===== config.mk =====
export PLATFORM = sky130hd
export DESIGN_NAME = pid_uk_accum
export DESIGN_NICKNAME = d
export VERILOG_FILES = /design/src/rtl/pid_pkg.sv /design/src/rtl/pid_sat_add.sv /design/src/rtl/pid_uk_accum.sv
export SDC_FILE = /design/constraint.sdc
export NUM_CORES = 1
export LEC_CHECK = 0
export BUFFER_PORTS_ARGS = -buffer_cell sky130_fd_sc_hd__buf_2
export CAP_MARGIN = 10
export CORE_MARGIN = 1.5
export CORE_UTILIZATION = 30
export CTS_BUF_LIST = sky130_fd_sc_hd__clkbuf_8
export CTS_CLUSTER_DIAMETER = 200
export DETAILED_ROUTE_END_ITERATION = 12
export PLACE_DENSITY = 0.55
export SYNTH_ARGS = -nofsm -noshare
export SYNTH_HDL_FRONTEND = slang
export SYNTH_SLANG_ARGS = --single-unit

===== constraint.sdc =====
create_clock -name clk -period 3.2 [get_ports clk]
set_input_delay 0.16 -clock clk [delete_from_list [all_inputs] [get_ports clk]]
set_output_delay 0.16 -clock clk [all_outputs]
set_load 0.005 [all_outputs]

===== src/rtl/pid_pkg.sv =====
// Shared types, defaults and helpers for the PID datapath blocks.
// Combinational only; no latency, no flow control.
package pid_pkg;

    localparam int W_DEF   = 15;
    localparam int DW_DEF  = 15;
    localparam int NCH_DEF = 2;

    localparam logic signed [W_DEF-1:0] UMAX_DEF   = 15'sd8191;
    localparam logic signed [W_DEF-1:0] UMIN_DEF   = -15'sd8192;
    localparam logic signed [W_DEF-1:0] UINIT_DEF  = 15'sd0;
    localparam logic signed [W_DEF-1:0] DU_MAX_DEF = 15'sd512;

    typedef struct packed {
        logic                    sat_hi;
        logic                    sat_lo;
        logic signed [W_DEF-1:0] result;
    } sat_res_t;

    function automatic int ch_width(input int n);
        return (n > 1) ? $clog2(n) : 1;
    endfunction

    // One guard bit makes the sum exact, so clamping never sees a wrapped value.
    function automatic sat_res_t sat_add(input logic signed [W_DEF-1:0] acc,
                                         input logic signed [W_DEF-1:0] du,
                                         input logic signed [W_DEF-1:0] umin,
                                         input logic signed [W_DEF-1:0] umax);
        logic signed [W_DEF:0] sum;
        sat_res_t r;
        sum = $signed({acc[W_DEF-1], acc}) + $signed({du[W_DEF-1], du});
        r.sat_hi = 1'b0;
        r.sat_lo = 1'b0;
        r.result = sum[W_DEF-1:0];
        if (sum > $signed({umax[W_DEF-1], umax})) begin
            r.result = umax;
            r.sat_hi = 1'b1;
        end else if (sum < $signed({umin[W_DEF-1], umin})) begin
            r.result = umin;
            r.sat_lo = 1'b1;
        end
        return r;
    endfunction

endpackage


===== src/rtl/pid_sat_add.sv =====
// Signed W+1-bit add with clamp to [umin, umax] and saturation flags.
// Purely combinational; no backpressure.
module pid_sat_add #(
    parameter int W = 15
) (
    input  logic signed [W-1:0] acc,
    input  logic signed [W-1:0] du,
    input  logic signed [W-1:0] umin,
    input  logic signed [W-1:0] umax,
    output logic signed [W-1:0] result,
    output logic                sat_hi,
    output logic                sat_lo
);

    logic signed [W:0] sum;
    logic signed [W:0] hi_lim;
    logic signed [W:0] lo_lim;

    assign sum    = $signed({acc[W-1], acc}) + $signed({du[W-1], du});
    assign hi_lim = $signed({umax[W-1], umax});
    assign lo_lim = $signed({umin[W-1], umin});

    always_comb begin
        result = sum[W-1:0];
        sat_hi = 1'b0;
        sat_lo = 1'b0;
        if (sum > hi_lim) begin
            result = umax;
            sat_hi = 1'b1;
        end else if (sum < lo_lim) begin
            result = umin;
            sat_lo = 1'b1;
        end
    end

endmodule


===== src/rtl/pid_uk_accum.sv =====
// Multi-channel incremental-PID accumulator u_k = clamp(u_k-1 + du_k); optional slew clip via PID_SLEW_LIMIT_EN.
// Latency 1 cycle; one strobe per cycle, no stall. clr has priority and drops a same-cycle du (upstream re-issues).
module pid_uk_accum
    import pid_pkg::*;
#(
    parameter int                     NCH    = NCH_DEF,
    parameter int                     CHW    = 1,
    parameter int                     W      = W_DEF,
    parameter int                     DW     = DW_DEF,
    parameter logic signed [W-1:0]    UMAX   = UMAX_DEF,
    parameter logic signed [W-1:0]    UMIN   = UMIN_DEF,
    parameter logic signed [W-1:0]    UINIT  = UINIT_DEF,
    parameter logic signed [W-1:0]    DU_MAX = DU_MAX_DEF
) (
    input  logic                  clk,
    input  logic                  rst_n,
    input  logic                  du_valid,
    input  logic [CHW-1:0]        du_ch,
    input  logic signed [DW-1:0]  du,
    input  logic                  clr,
    input  logic [CHW-1:0]        clr_ch,
    input  logic                  hold,
    output logic                  uk_valid,
    output logic [CHW-1:0]        uk_ch,
    output logic signed [W-1:0]   uk,
    output logic                  sat_hi,
    output logic                  sat_lo,
`ifdef PID_SLEW_LIMIT_EN
    output logic                  slew_clip,
`endif
    output logic [NCH*W-1:0]      uk_all
);

    logic signed [W-1:0] acc [NCH];
    logic                du_in_range;
    logic                clr_in_range;
    logic                accept;
    logic signed [W-1:0] acc_rd;
    logic signed [W-1:0] du_w;
    logic signed [W-1:0] du_c;
    logic                du_clipped;
    logic signed [W-1:0] sum_res;
    logic                sum_hi;
    logic                sum_lo;

    assign du_in_range  = int'(du_ch) < NCH;
    assign clr_in_range = int'(clr_ch) < NCH;
    assign accept       = du_valid && !hold && du_in_range;
    assign du_w         = W'(du);

    always_comb begin
        acc_rd = acc[0];
        if (du_in_range) acc_rd = acc[du_ch];
    end

`ifdef PID_SLEW_LIMIT_EN
    always_comb begin
        du_c       = du_w;
        du_clipped = 1'b0;
        if (du_w > DU_MAX) begin
            du_c       = DU_MAX;
            du_clipped = 1'b1;
        end else if (du_w < -DU_MAX) begin
            du_c       = -DU_MAX;
            du_clipped = 1'b1;
        end
    end
`else
    assign du_c       = du_w;
    assign du_clipped = 1'b0;
`endif

    pid_sat_add #(.W(W)) u_sat_add (
        .acc    (acc_rd),
        .du     (du_c),
        .umin   (UMIN),
        .umax   (UMAX),
        .result (sum_res),
        .sat_hi (sum_hi),
        .sat_lo (sum_lo)
    );

    always_ff @(posedge clk) begin
        if (!rst_n) begin
            for (int i = 0; i < NCH; i++) acc[i] <= UINIT;
            uk_valid <= 1'b0;
            uk_ch    <= '0;
            uk       <= UINIT;
            sat_hi   <= 1'b0;
            sat_lo   <= 1'b0;
`ifdef PID_SLEW_LIMIT_EN
            slew_clip <= 1'b0;
`endif
        end else begin
            uk_valid <= 1'b0;
            if (clr && clr_in_range) begin
                acc[clr_ch] <= UINIT;
                uk_valid    <= 1'b1;
                uk_ch       <= clr_ch;
                uk          <= UINIT;
                sat_hi      <= 1'b0;
                sat_lo      <= 1'b0;
`ifdef PID_SLEW_LIMIT_EN
                slew_clip   <= 1'b0;
`endif
            end else if (accept) begin
                acc[du_ch] <= sum_res;
                uk_valid   <= 1'b1;
                uk_ch      <= du_ch;
                uk         <= sum_res;
                sat_hi     <= sum_hi;
                sat_lo     <= sum_lo;
`ifdef PID_SLEW_LIMIT_EN
                slew_clip  <= du_clipped;
`endif
            end
        end
    end

    for (genvar g = 0; g < NCH; g++) begin : g_all
        assign uk_all[g*W +: W] = acc[g];
    end

endmodule


==> metrics.txt <==
status finished, final reports clean; worst-margin pin slew 788.7 ps; unrepaired setup endpoints after global routing yes; io pins slightly above 70; # rows 37; Routed WL per cell roughly 18 µm; Vert. Die Dim roughly 110 µm; r2r worst-path depth 12; Die W between 100 and 150 µm; Setup crit end kind flip-flop; starting density of the core 0.3114; Syn Nets 350; largest net degree at the start of global routing 18; CTS Root Cell clkbuf_8; Buffers on Ports 70; Slew HR 0.4729; max frequency 318.6 MHz; Worst R2R End acc[1][2]; crit path time final between 3000 and 4000 ps; Hold-fix buffers, CTS 0; Fillers about 1000; latest clock arrival within the worst-skew pair 310 ps; reg-to-reg setup timing slack between 60 and 70 ps; initial antenna violation count 0; vias in the first global route 2760; hpwl dp approximately 7.1 mm; ys async rst share 0; Data arrival, critical path ~3200 ps; worst r2r src acc[1][0]; Mapped Area between 3000 and 4000 µm²; Tcrit/Tclk final 0.9808; global-route usage over all layers 0.1638; synthesized instance count between 300 and 400; Slew Limit Fails 0; CP required approximately 3300 ps; Seq/Total Area, Yosys 0.3967; global-route wire length before repair approximately 14 mm; CTS sink count 49; Setup Skew approximately 7.3 ps; hold depth 2; Synth Register Bits between 40 and 50; Max VDD drop about 210 µV; setup violators final 0; clock buffer count from CTS 5; biggest area consumer among synthesized cells edfxtp_1; Post-route DRC 0; Clock Path Buffers 2; Core Footprint 10370 µm²; H-tree levels 2; Leak around 1.8 nW; Clk pin slew, worst setup/hold paths around 90 ps; min-delay src rst_n; post-synth top area share 0.2790; CTS tree done; Congestion Overflow GR 0; Power per Cell Area around 460 nW/µm²; synth warn 0; WL final 9.500 mm; commonest cells in the netlist edfxtp_1 (30), nand2_1 (23), dfxtp_1 (19), nor2_1 (19), a21oi_1 (18); Post-Route Utilization 0.3894; hold endpoint uk_valid; startpoint class of the critical path flip-flop; vias 2815; Iteration-0 DRC Markers around 220; Unique masters post-synth 69; Pre-Repair DR Iteration Count 5; synth top area cells edfxtp_1 (28%), dfxtp_1 (12%), ha_1 (5.8%); ys flop type edfxtp_1; ANT nets after route 0; Post-synth EDFFs 30; DIE AREA around 11000 µm²; # diodes 0; fin nets approximately 440; mean area per synthesized cell roughly 10 µm²; Hold Crit Class in2reg; Area Overhead vs Synth 25.03%; Max Cap Viol 0; maximum fanout along the worst path 7; share of layout cells above drive strength 1 0.4123; count leader, synth edfxtp_1; crit path kind reg2reg; gpl congestion 0.8940; Sum Neg Setup Slack 0 ps; vias per cell 5.203; Fin. Hold Viols 0
-- flip-flops by register name, summed over array words and instances, names as in the netlist --
register,count
uk_valid,1
sat_hi,1
uk,15
acc,30
sat_lo,1
uk_ch,1
-- power breakdown --
group	leakage, nW	switching (mW)	internal [mW]
logic	1.25	0.430	0.306
clock network	0.0511	0.218	0.150
registers	0.481	0.0231	0.714
total	1.78	0.670	1.17
-- how the worst max path moves through the flow --
| stage | slack (ps) | start | end |
|---|---|---|---|
| 2_1_floorplan | 120 | du_ch | acc[1][2] |
| 3_3_place_gp | -10 | du_ch | uk[12] |
| 3_5_place_dp | -1 | du_ch | acc[1][12] |
| 4_1_cts | 20 | acc[0][0] | uk[12] |
| 5_1_grt | -60 | acc[0][5] | uk[12] |
| 6_report | 60 | acc[1][0] | acc[1][2] |
-- cell usage in the layout (no fill, tap or decap), drive strengths merged, types with 3 or more instances in the layout --
cell type	Yosys	routed
a2111oi	3	3
a211oi	6	6
a21o	6	6
a21oi	23	23
a221o	9	9
a31oi	8	8
and2	3	3
buf	5	100
clkbuf	8	5
dfxtp	19	19
edfxtp	30	30
ha	15	15
inv	13	16
mux2	15	15
nand2	24	24
nand2b	4	4
nand3	3	3
nor2	22	22
nor2b	4	4
nor3	5	5
nor3b	3	3
o211ai	5	5
o21a	4	4
o21ai	31	31
o31ai	3	3
or3	4	4
xnor2	5	5
xor2	3	3
-- logic make-up (layout without fill, tap and decap cells) --
family,after synthesis,after routing,share of synthesized area
compound gates,115,115,0.2786
fa+ha+maj,16,16,0.06432
buf+inv,28,121,0.05308
xor+xnor,8,8,0.02170
mux,17,17,0.05850
flops,49,49,0.3967
simple gates,79,79,0.1271
-- area by class of cell --
type | count | area (µm²) | share of cell area
multi-input combinational | 235 | 1842 | 0.4562
sequential | 49 | 1281 | 0.3173
clock inverter | 3 | 13.76 | 0.003409
clock buffer | 5 | 68.82 | 0.01704
timing repair buffer | 100 | 613.1 | 0.1518
inverter | 13 | 48.80 | 0.01209
tap | 136 | 170.2 | 0.04214
-- worst max-delay path: stages, from the launching register on --
cell	delay [ps]
edfxtp_1	420
mux2_2	300
ha_2	190
inv_1	70
fa_2	210
nand2b_4	130
a211oi_2	70
o21a_4	240
o41a_1	470
a211oi_2	350
or3_4	240
buf_12	140
o21ai_2	50
-- per-stage QoR --
| stage | area (µm²) | setup slack [ps] | hold slack, ps | power [mW] | instances |
|---|---|---|---|---|---|
| 5_1_grt | 4038 | -61.48 | 155.9 | 1.939 | 541 |
| 4_1_cts | 3950 | 18.23 | 128.3 | 1.805 | 538 |
| 3_3_place_gp | 3840 | -14.02 | 436.4 | 1.427 | 528 |
| 6_report | 4038 | 61.37 | 133.5 | 1.839 | 541 |
| 3_5_place_dp | 3840 | -1.374 | 435.7 | 1.434 | 528 |
| 2_1_floorplan | 3232 | 120.0 | 284.6 | 1.205 | 312 |
-- what timing repair did --
action	in CTS	in global routing
gates resized for setup	0	14
setup endpoints to repair	3	29
pin swaps	1	8
buffers inserted	2	3
gates cloned	0	0
-- routing by layer --
layer | vias to the layer above | part of all wire | global-route usage
met5 | - | 0 | 0
met4 | 0 | 0.0058 | 0.03238
met3 | 7 | 0.063 | 0.02371
met2 | 100 | 0.46 | 0.2647
met1 | 1331 | 0.48 | 0.2333
li1 | 1377 | - | -
(Power assumes the default switching activity.)
